File: src/rtl/skewed_sync_int_mc_if.sv
// rtl/skewed_sync_int_mc_if.sv - control, data and status bundle for skewed_sync_int_mc (drop_cnt only with SKEW_SYNC_DROP_CNT_EN)
interface skewed_sync_int_mc_if #(
  parameter int CH    = 2,
  parameter int BWIN  = 2,
  parameter int BWOUT = 3,
  parameter int BWSEL = 2
);
  logic                  en;
  logic                  flush;
  logic                  ovf_clr;
  logic [CH*BWIN-1:0]    in0;
  logic [BWSEL-1:0]      in1;
  logic [CH*BWOUT-1:0]   out0;
  logic [BWSEL-1:0]      out1;
  logic [CH-1:0]         empty;
  logic [CH-1:0]         ovf;
`ifdef SKEW_SYNC_DROP_CNT_EN
  logic [CH*16-1:0]      drop_cnt;

  modport master (output en, flush, ovf_clr, in0, in1,
                  input  out0, out1, empty, ovf, drop_cnt);
  modport slave  (input  en, flush, ovf_clr, in0, in1,
                  output out0, out1, empty, ovf, drop_cnt);
`else
  modport master (output en, flush, ovf_clr, in0, in1,
                  input  out0, out1, empty, ovf);
  modport slave  (input  en, flush, ovf_clr, in0, in1,
                  output out0, out1, empty, ovf);
`endif
endinterface

File: src/rtl/skewed_sync_int_mc.sv
// rtl/skewed_sync_int_mc.sv - multi-channel skewed synchroniser for integer unary streams; optional drop counters via SKEW_SYNC_DROP_CNT_EN
module skewed_sync_int_mc #(
  parameter int CH    = 2,
  parameter int DEP   = 4,
  parameter int BWIN  = 2,
  parameter int BWOUT = 3,
  parameter int BWSEL = 2,
  parameter int MODE  = 0
) (
  input logic              clk,
  input logic              rst_n,
  skewed_sync_int_mc_if.slave bus
);
  // Arithmetic width wide enough for cnt+in0 and for the in1 weight
  localparam int AW = (DEP + 1 > BWSEL) ? DEP + 1 : BWSEL;
  localparam logic [AW-1:0] CAP  = AW'((1 << BWOUT) - 1);
  localparam logic [AW-1:0] MAXC = AW'((1 << DEP) - 1);

  logic [BWSEL-1:0] out1_q;

  // Delay the release weight by one cycle so it lines up with out0
  always_ff @(posedge clk) begin
    if (!rst_n)      out1_q <= '0;
    else if (bus.en) out1_q <= bus.in1;
    else             out1_q <= '0;
  end

  assign bus.out1 = out1_q;

  for (genvar c = 0; c < CH; c++) begin : g_ch
    logic [DEP-1:0]   cnt;
    logic [DEP-1:0]   cnt_nxt;
    logic [BWOUT-1:0] out0_q;
    logic             ovf_q;
    logic             ovf_set;
    logic [AW-1:0]    avail;
    logic [AW-1:0]    rel;
    logic [AW-1:0]    rem;
`ifdef SKEW_SYNC_DROP_CNT_EN
    logic [AW-1:0]    drop;
    logic [15:0]      dcnt;
    logic [15:0]      dcnt_base;
    logic [16:0]      dcnt_sum;
    logic [15:0]      dcnt_nxt;
`endif

    // Release amount and saturating remainder for this channel
    always_comb begin
      avail = AW'(cnt) + AW'(bus.in0[c*BWIN +: BWIN]);
      rel   = '0;
      if (bus.flush || (bus.in1 != '0)) begin
        rel = (avail < CAP) ? avail : CAP;
        if (!bus.flush && (MODE == 1) && (AW'(bus.in1) < rel)) rel = AW'(bus.in1);
      end
      rem     = avail - rel;
      ovf_set = (rem > MAXC);
      cnt_nxt = ovf_set ? DEP'(MAXC) : DEP'(rem);
`ifdef SKEW_SYNC_DROP_CNT_EN
      drop      = ovf_set ? (rem - MAXC) : '0;
      dcnt_base = bus.ovf_clr ? 16'd0 : dcnt;
      dcnt_sum  = {1'b0, dcnt_base} + 17'(drop);
      dcnt_nxt  = dcnt_sum[16] ? 16'hFFFF : dcnt_sum[15:0];
`endif
    end

    // Buffer count, registered release and sticky overflow; en=0 freezes state
    always_ff @(posedge clk) begin
      if (!rst_n) begin
        cnt    <= '0;
        out0_q <= '0;
        ovf_q  <= 1'b0;
      end else if (bus.en) begin
        cnt    <= cnt_nxt;
        out0_q <= rel[BWOUT-1:0];
        ovf_q  <= (ovf_q && !bus.ovf_clr) || ovf_set;
      end else begin
        out0_q <= '0;
      end
    end

`ifdef SKEW_SYNC_DROP_CNT_EN
    // Saturating count of units discarded since reset or last ovf_clr
    always_ff @(posedge clk) begin
      if (!rst_n)      dcnt <= '0;
      else if (bus.en) dcnt <= dcnt_nxt;
    end

    assign bus.drop_cnt[c*16 +: 16] = dcnt;
`endif

    assign bus.out0[c*BWOUT +: BWOUT] = out0_q;
    assign bus.empty[c]               = (cnt == '0);
    assign bus.ovf[c]                 = ovf_q;
  end
endmodule

File: src/flat_wrapper.sv
// flat-port wrapper written by rule: the top's interface ports become plain ports
module skewed_sync_int_mc_flat 
#(
  parameter int CH    = 2,
  parameter int DEP   = 4,
  parameter int BWIN  = 2,
  parameter int BWOUT = 3,
  parameter int BWSEL = 2,
  parameter int MODE  = 0
)
  (clk, rst_n, bus_en, bus_flush, bus_ovf_clr, bus_in0, bus_in1, bus_out0, bus_out1, bus_empty, bus_ovf);
  skewed_sync_int_mc_if #(.CH(CH), .BWIN(BWIN), .BWOUT(BWOUT), .BWSEL(BWSEL)) bus_i ();
  input logic clk;
  input logic rst_n;
  input wire logic [$bits(bus_i.en)-1:0] bus_en;
  input wire logic [$bits(bus_i.flush)-1:0] bus_flush;
  input wire logic [$bits(bus_i.ovf_clr)-1:0] bus_ovf_clr;
  input wire logic [$bits(bus_i.in0)-1:0] bus_in0;
  input wire logic [$bits(bus_i.in1)-1:0] bus_in1;
  output wire logic [$bits(bus_i.out0)-1:0] bus_out0;
  output wire logic [$bits(bus_i.out1)-1:0] bus_out1;
  output wire logic [$bits(bus_i.empty)-1:0] bus_empty;
  output wire logic [$bits(bus_i.ovf)-1:0] bus_ovf;
  assign bus_i.en = bus_en;
  assign bus_i.flush = bus_flush;
  assign bus_i.ovf_clr = bus_ovf_clr;
  assign bus_i.in0 = bus_in0;
  assign bus_i.in1 = bus_in1;
  assign bus_out0 = bus_i.out0;
  assign bus_out1 = bus_i.out1;
  assign bus_empty = bus_i.empty;
  assign bus_ovf = bus_i.ovf;
  skewed_sync_int_mc #(.CH(CH), .DEP(DEP), .BWIN(BWIN), .BWOUT(BWOUT), .BWSEL(BWSEL), .MODE(MODE)) u_core (.clk(clk), .rst_n(rst_n), .bus(bus_i));
endmodule
File: config.mk
export PLATFORM = sky130hd
export DESIGN_NAME = skewed_sync_int_mc_flat
export DESIGN_NICKNAME = d
export VERILOG_FILES = /design/src/rtl/skewed_sync_int_mc_if.sv /design/src/rtl/skewed_sync_int_mc.sv /design/src/flat_wrapper.sv
export SDC_FILE = /design/constraint.sdc
export NUM_CORES = 1
export LEC_CHECK = 0
export BUFFER_PORTS_ARGS = -buffer_cell sky130_fd_sc_hd__buf_2
export CORE_MARGIN = 1.5
export CORE_UTILIZATION = 24
export DETAILED_ROUTE_END_ITERATION = 7
export PLACE_DENSITY = 0.44
export SLEW_MARGIN = 10
export SYNTH_ARGS = -nofsm -noshare
export SYNTH_HDL_FRONTEND = slang
export SYNTH_SLANG_ARGS = --single-unit
File: constraint.sdc
create_clock -name clk -period 3.2 [get_ports clk]
set_clock_uncertainty 0.1 [all_clocks]
set_input_delay 0.48 -clock clk [delete_from_list [all_inputs] [get_ports clk]]
set_output_delay 0.48 -clock clk [all_outputs]
set_load 0.05 [all_outputs]
Yosys cells after proc, flatten, opt, wreduce, memory -nomap -nowiden
Index checks and enable logic that the tools add are counted.

word-level totals
  register bits after elaboration = 18
  latch bits = 0
  RAM bits = 0
  bits in read-only memories = 0
  input port bits = 11
  output and inout port bits = 12
  word-level logic and storage cells = 31
  memories kept = 0

operators by class
  $add $sub $neg = 4
  multiply operators = 0
  divide/modulo/power cells = 0
  order comparisons = 4
  equal/unequal tests = 0
  shift operators = 0
  mux-type cells = 6
  bitwise operators = 0
  reductions and logical operators = 10

operators by type and width
  operator                                                                      count
  5-bit 2-to-1 mux                                                              4
  4-bit by 2-bit adder with 5-bit output                                        2
  5-bit by 4-bit > comparator with 1-bit output, second input constant          2
  5-bit by 3-bit less-than comparator with 1-bit output, second input constant  2
  5-bit subtractor                                                              2
  4-bit logical NOT                                                             2
  4-bit 2-to-1 mux                                                              2
  1-bit logical OR                                                              3
  1-bit logical AND                                                             2
  2-bit AND reduction                                                           1
  2-bit nonzero test                                                            1
  1-bit logical NOT                                                             1

Depth between registers and ports, before layout
  depth in word-level cells = 7
  mapped depth = 12
  mapped depth without buffers = 12

Worst setup path after synthesis
Ideal clock, no wire load.

  kind = input -> register
  from = in bus_in0[3]
  to = reg u_core.g_ch[1].cnt[3]
  setup time = 133 ps
  arrival = 2619 ps
  required time = 2967 ps
  setup slack = 349 ps
  stages = 12
  buffers on the path = 0
  cells stage by stage = ha_1 -> a21oi_1 -> nand2b_1 -> mux2i_1 -> a21oi_1 -> ha_1 -> inv_1 -> fa_1 -> a21o_1 -> a21oi_4 -> xor2_2 -> o2111ai_1

between the ends
  cells in the longest elaborated chain, start to end = 7

ends and longest elaborated chain
  what                                                       RTL line                  RTL
  from (decl)                                                flat_wrapper.sv:18        input wire logic [$bits(bus_i.in0)-1:0] bus_in0;
  4-bit by 2-bit adder with 5-bit output (*)                 skewed_sync_int_mc.sv:49  avail = AW'(cnt) + AW'(bus.in0[c*BWIN +: BWIN]);
  5-bit by 3-bit less-than comparator with 1-bit output (*)  skewed_sync_int_mc.sv:52  rel = (avail < CAP) ? avail : CAP;
  5-bit 2-to-1 mux (*)                                       skewed_sync_int_mc.sv:52
  5-bit 2-to-1 mux (*)                                       skewed_sync_int_mc.sv:51  if (bus.flush || (bus.in1 != '0)) begin
  named net u_core.g_ch[1].rel[0]                            skewed_sync_int_mc.sv:37  logic [AW-1:0] rel;
  5-bit subtractor (*)                                       skewed_sync_int_mc.sv:55  rem = avail - rel;
  5-bit by 4-bit > comparator with 1-bit output              skewed_sync_int_mc.sv:56  ovf_set = (rem > MAXC);
  4-bit 2-to-1 mux (*)                                       skewed_sync_int_mc.sv:57  cnt_nxt = ovf_set ? DEP'(MAXC) : DEP'(rem);
  to (signal assigned)                                       skewed_sync_int_mc.sv:73  cnt <= cnt_nxt;
  to (decl)                                                  skewed_sync_int_mc.sv:31  logic [DEP-1:0] cnt;

The timed path passes the listed nets; every way through them passes the cells marked *.
A chain may end at the register's enable or synchronous reset.

Final worst setup path
  from = reg u_core.g_ch[1].cnt[1]
  to = reg u_core.g_ch[1].cnt[3]

between the ends
  cells in the longest elaborated chain, start to end = 7

ends and longest elaborated chain
  what                                                       RTL line
  4-bit by 2-bit adder with 5-bit output (*)                 skewed_sync_int_mc.sv:49
  5-bit by 3-bit less-than comparator with 1-bit output (*)  skewed_sync_int_mc.sv:52
  5-bit 2-to-1 mux (*)                                       skewed_sync_int_mc.sv:52
  5-bit 2-to-1 mux (*)                                       skewed_sync_int_mc.sv:51
  named net u_core.g_ch[1].rel[0]                            skewed_sync_int_mc.sv:37
  5-bit subtractor (*)                                       skewed_sync_int_mc.sv:55
  5-bit by 4-bit > comparator with 1-bit output              skewed_sync_int_mc.sv:56
  4-bit 2-to-1 mux (*)                                       skewed_sync_int_mc.sv:57

Marked as above.

==> reports/qor.txt <==
CRITICAL PATH
--------------------------------------------------------------------------------------------------
Slowest Stage Delay on Critical Path                                                       0.42 ns
Slowest CP cell                                                                            dfxtp_1
Critical-path cell list                                                               ha_1, a21oi_1, nand2b_1, mux2i_1, a21oi_1, ha_1, inv_1, fa_1, a21o_1, a21oi_4, xor2_2, o2111ai_1
Required time of the critical path                                                         3.22 ns
Worst reg2reg endpoint                                                                u_core.g_ch[1].cnt[3]$_SDFFE_PN0P_
Endpoint class of the critical path                                                       register
Worst R2R Path Depth                                                                            12
Worst reg2reg path startpoint                                                         u_core.g_ch[1].cnt[1]$_SDFFE_PN0P_
Startpoint kind of the worst setup timing path                                            register
Max FO, Critical Path                                                                            5
Number of buffer and inverter instances along the worst setup path                               1
Setup slack of the most critical reg-to-reg path                                           0.20 ns
Arrival time of data at the critical path endpoint                                         3.03 ns
Critical Setup Path Class                                                             register to register
Critical path's top delay family                                                      compound AO/OA/AOI/OAI gates

SYNTHESIS
--------------------------------------------------------------------------------------------------
Most repeated cell in the gate-level netlist after synthesis                               dfxtp_1
Dominant cells by area after synthesis                                                dfxtp_1, ha_1, fa_1, a31oi_1, a21oi_1
Leading register cell type out of synthesis                                                dfxtp_1
Fraction of registers with async set or reset after synthesis                                   0%
Cell variety after synth                                                                        33
Sequential fraction of the synthesis area                                                    30.5%
Multiplexer area fraction after synthesis                                                    1.69%
Cell type with the highest aggregate area in the netlist                                   dfxtp_1
Adder-Cell Fraction of Synth Area                                                            19.5%
Combinational family with the most area after synthesis                               compound AO/OA/AOI/OAI gates
Area share of and/or/nand/nor cells after synthesis                                          13.9%
Post-synthesis cell count                                                                      126
Synth Area in XOR/XNOR                                                                       7.20%
Count of state elements after synthesis                                                         18
Count of yosys warnings during synthesis                                                         0
EDFF count, synth                                                                                0
Portion of synthesized cell area occupied by the leading cell type                           30.5%
Post-synthesis average cell area                                                          9.37 µm²
Total standard cell area after synthesis                                                  1180 µm²
Most common library cells after synthesis                                             dfxtp_1, ha_1, a21oi_1, o21ai_0
Compound-cell area share of the yosys netlist                                                21.5%

CLOCK TREE
--------------------------------------------------------------------------------------------------
Clock sink count                                                                                18
Clock transition time at the flip-flop clock pins of the worst setup and hold paths        0.07 ns
Cts-stage hold buffer count                                                                      0
Deepest level of the CTS H-tree                                                                  1
CTS Buf Count                                                                                    3
TritonCTS clock tree                                                                         built
Buffer count from post-CTS setup fixing                                                          0
Clock latency on the worst-skew pair                                                       0.25 ns
CTS Buffer Depth                                                                                 2
CTS-repair resized insts                                                                         0
Buffer cell driving the clock tree root                                                   clkbuf_8

STA
--------------------------------------------------------------------------------------------------
Setup slack after layout                                                                  0.197 ns
Final setup vio count                                                                            0
Slew Limit Headroom                                                                          60.7%
Setup TNS                                                                                     0 ns
Measured slew at the worst slew-check pin                                                 0.585 ns
Number of max-slew violations in the final report                                                0
Achievable clock frequency                                                                 333 MHz
Post-Route Hold Slack                                                                     0.375 ns
Post-route minimum period                                                                  3.00 ns
Period utilization                                                                           93.8%
Setup repair after global routing missed its margin                                             no
Final count of hold timing violations                                                            0

ROUTING
--------------------------------------------------------------------------------------------------
Post-detailed-route count of antenna-violating nets                                              0
Post-Route WL                                                                              2510 µm
Number of optimization iterations in the first detailed-route pass                               3
Number of remaining DRC errors                                                                   0
Iter 0 DRT Violations                                                                           48
Via count                                                                                      992
DR WL/cell                                                                                 11.5 µm
Detail-routed via count per cell                                                              4.57

GLOBAL ROUTING
--------------------------------------------------------------------------------------------------
Total overflow reported by the global router                                                     0
Antenna violations before repair                                                                 0
Via count of the first global-routing pass                                                     917
Pin count of the biggest net entering global routing                                            21
Global-route usage over all layers                                                           9.67%
First-pass GRT wire length                                                                 4090 µm

POWER
--------------------------------------------------------------------------------------------------
Maximum resistive drop on vdd                                                             0.291 mV
Leakage power total                                                                       0.668 nW
Power per standard cell area                                                            916 nW/µm²
Total power consumption of the routed design                                               1.30 mW

FINAL LAYOUT
--------------------------------------------------------------------------------------------------
Layout overhead on the synthesized area                                                      19.9%
Nets                                                                                           179
Share of final-layout standard cells stronger than drive strength 1                          25.3%
Final instance count without filler cells                                                      217
Flip-flop and latch area                                                                   360 µm²
Total inserted antenna cells                                                                     0
Finished Core Util                                                                           30.0%
Multi-input gate area                                                                      761 µm²
Post-layout instance area                                                                 1420 µm²
Count of fill cells added during filler insertion                                              501

HOLD PATH
--------------------------------------------------------------------------------------------------
Hold Path Sink                                                                        u_core.g_ch[1].ovf_q$_SDFFE_PN0P_
Hold_sp                                                                               u_core.g_ch[1].ovf_q$_SDFFE_PN0P_
Type of the most critical hold path                                                   register to register
Worst hold stages                                                                                2

PLACED DESIGN
--------------------------------------------------------------------------------------------------
Detailed Place HPWL                                                                        2040 µm
Placer congestion estimate                                                                   0.785
Placed Cells                                                                                   214
Post-DP Area                                                                              1380 µm²
Buffers on Ports                                                                                22
Post-Place Worst Slack                                                                  -0.0296 ns

RUN STATUS
--------------------------------------------------------------------------------------------------
Status                                                                                finished clean

FLOORPLAN
--------------------------------------------------------------------------------------------------
Starting density of the core                                                                 25.0%
Placeable core area                                                                       4720 µm²
Die Ht                                                                                     73.2 µm
Total I/O pin count                                                                             23
Die boundary width                                                                         73.2 µm
Total Die Area                                                                            5350 µm²
Row count                                                                                       25

RUN
--------------------------------------------------------------------------------------------------
Maximum capacitance violations                                                                   0

==> worst register-to-register path, stage by stage, from the launching register on <==
cell       delay, ns
dfxtp_1         0.42
ha_1            0.26
a21oi_1         0.18
nand2b_1        0.19
mux2i_1         0.16
a21oi_1         0.19
ha_1            0.16
inv_1           0.06
fa_1            0.39
a21o_1          0.23
a21oi_4         0.17
xor2_2          0.25
o2111ai_1       0.13
==> per-layer routing <==
metal	global-route usage (%)	share of wire, %	vias to the layer above
met5	0	0	-
met4	3.77	0.96	0
met3	1.24	1.6	2
met2	16.4	53	8
met1	12.4	45	479
li1	-	-	503
==> flip-flops by register name (all words and copies together) (netlist names) <==
signal / cells
u_core.bus.out1: 2
u_core.g_ch.cnt: 8
u_core.g_ch.out0_q: 6
u_core.g_ch.ovf_q: 2
==> kinds of logic (layout without fill, tap and decap cells) <==
family | count (synthesis) | count (layout)
DFF | 18 | 18
and+or+nand+nor | 29 | 29
other | 1 | 2
xor gates and xnor gates | 8 | 8
AOI/OAI and AO/OA | 38 | 38
muxes | 2 | 2
buffers and inverters | 14 | 37
adders and majority gates | 16 | 16
==> layout make-up <==
cell class | instances | share of cell area (%)
well taps | 67 | 5.92
flip-flops and latches | 18 | 25.4
inverters | 8 | 2.12
clock buffers | 3 | 2.92
repair buffers | 26 | 9.89
multi-input cells | 95 | 53.7
==> how the worst max path moves through the flow <==
stage	start	to	slack, ns	cells after the start
floorplan	bus_in0[3]	u_core.g_ch[1].cnt[3]$_SDFFE_PN0P_	0.35	12
global placement	bus_in0[2]	u_core.g_ch[1].cnt[3]$_SDFFE_PN0P_	-0.02	13
CTS	u_core.g_ch[1].cnt[1]$_SDFFE_PN0P_	u_core.g_ch[1].cnt[3]$_SDFFE_PN0P_	0.18	12
detailed placement	bus_in0[3]	u_core.g_ch[1].cnt[1]$_SDFFE_PN0P_	-0.03	13
finish	u_core.g_ch[1].cnt[1]$_SDFFE_PN0P_	u_core.g_ch[1].cnt[3]$_SDFFE_PN0P_	0.20	12
global route	u_core.g_ch[1].cnt[1]$_SDFFE_PN0P_	u_core.g_ch[1].cnt[3]$_SDFFE_PN0P_	0.0004	12
==> where the power goes <==
part / switching, mW / leakage, nW / internal (mW)
clock: 0.0692 / 0.0216 / 0.0834
sequential: 0.0647 / 0.149 / 0.278
combinational: 0.469 / 0.496 / 0.334
total: 0.603 / 0.668 / 0.695
==> layout by cell type (no fill, tap or decap), drive strengths merged, types with 3 or more instances in the layout <==
| master | instances |
|---|---|
| or3 | 3 |
| inv | 8 |
| nand2b | 4 |
| a21oi | 11 |
| nand2 | 4 |
| ha | 12 |
| o21ai | 9 |
| a21o | 6 |
| clkbuf | 3 |
| xnor2 | 4 |
| buf | 26 |
| fa | 4 |
| nand3 | 7 |
| dfxtp | 18 |
| xor2 | 4 |
| a31oi | 8 |
Note: power is estimated with default switching activity, not from simulation.
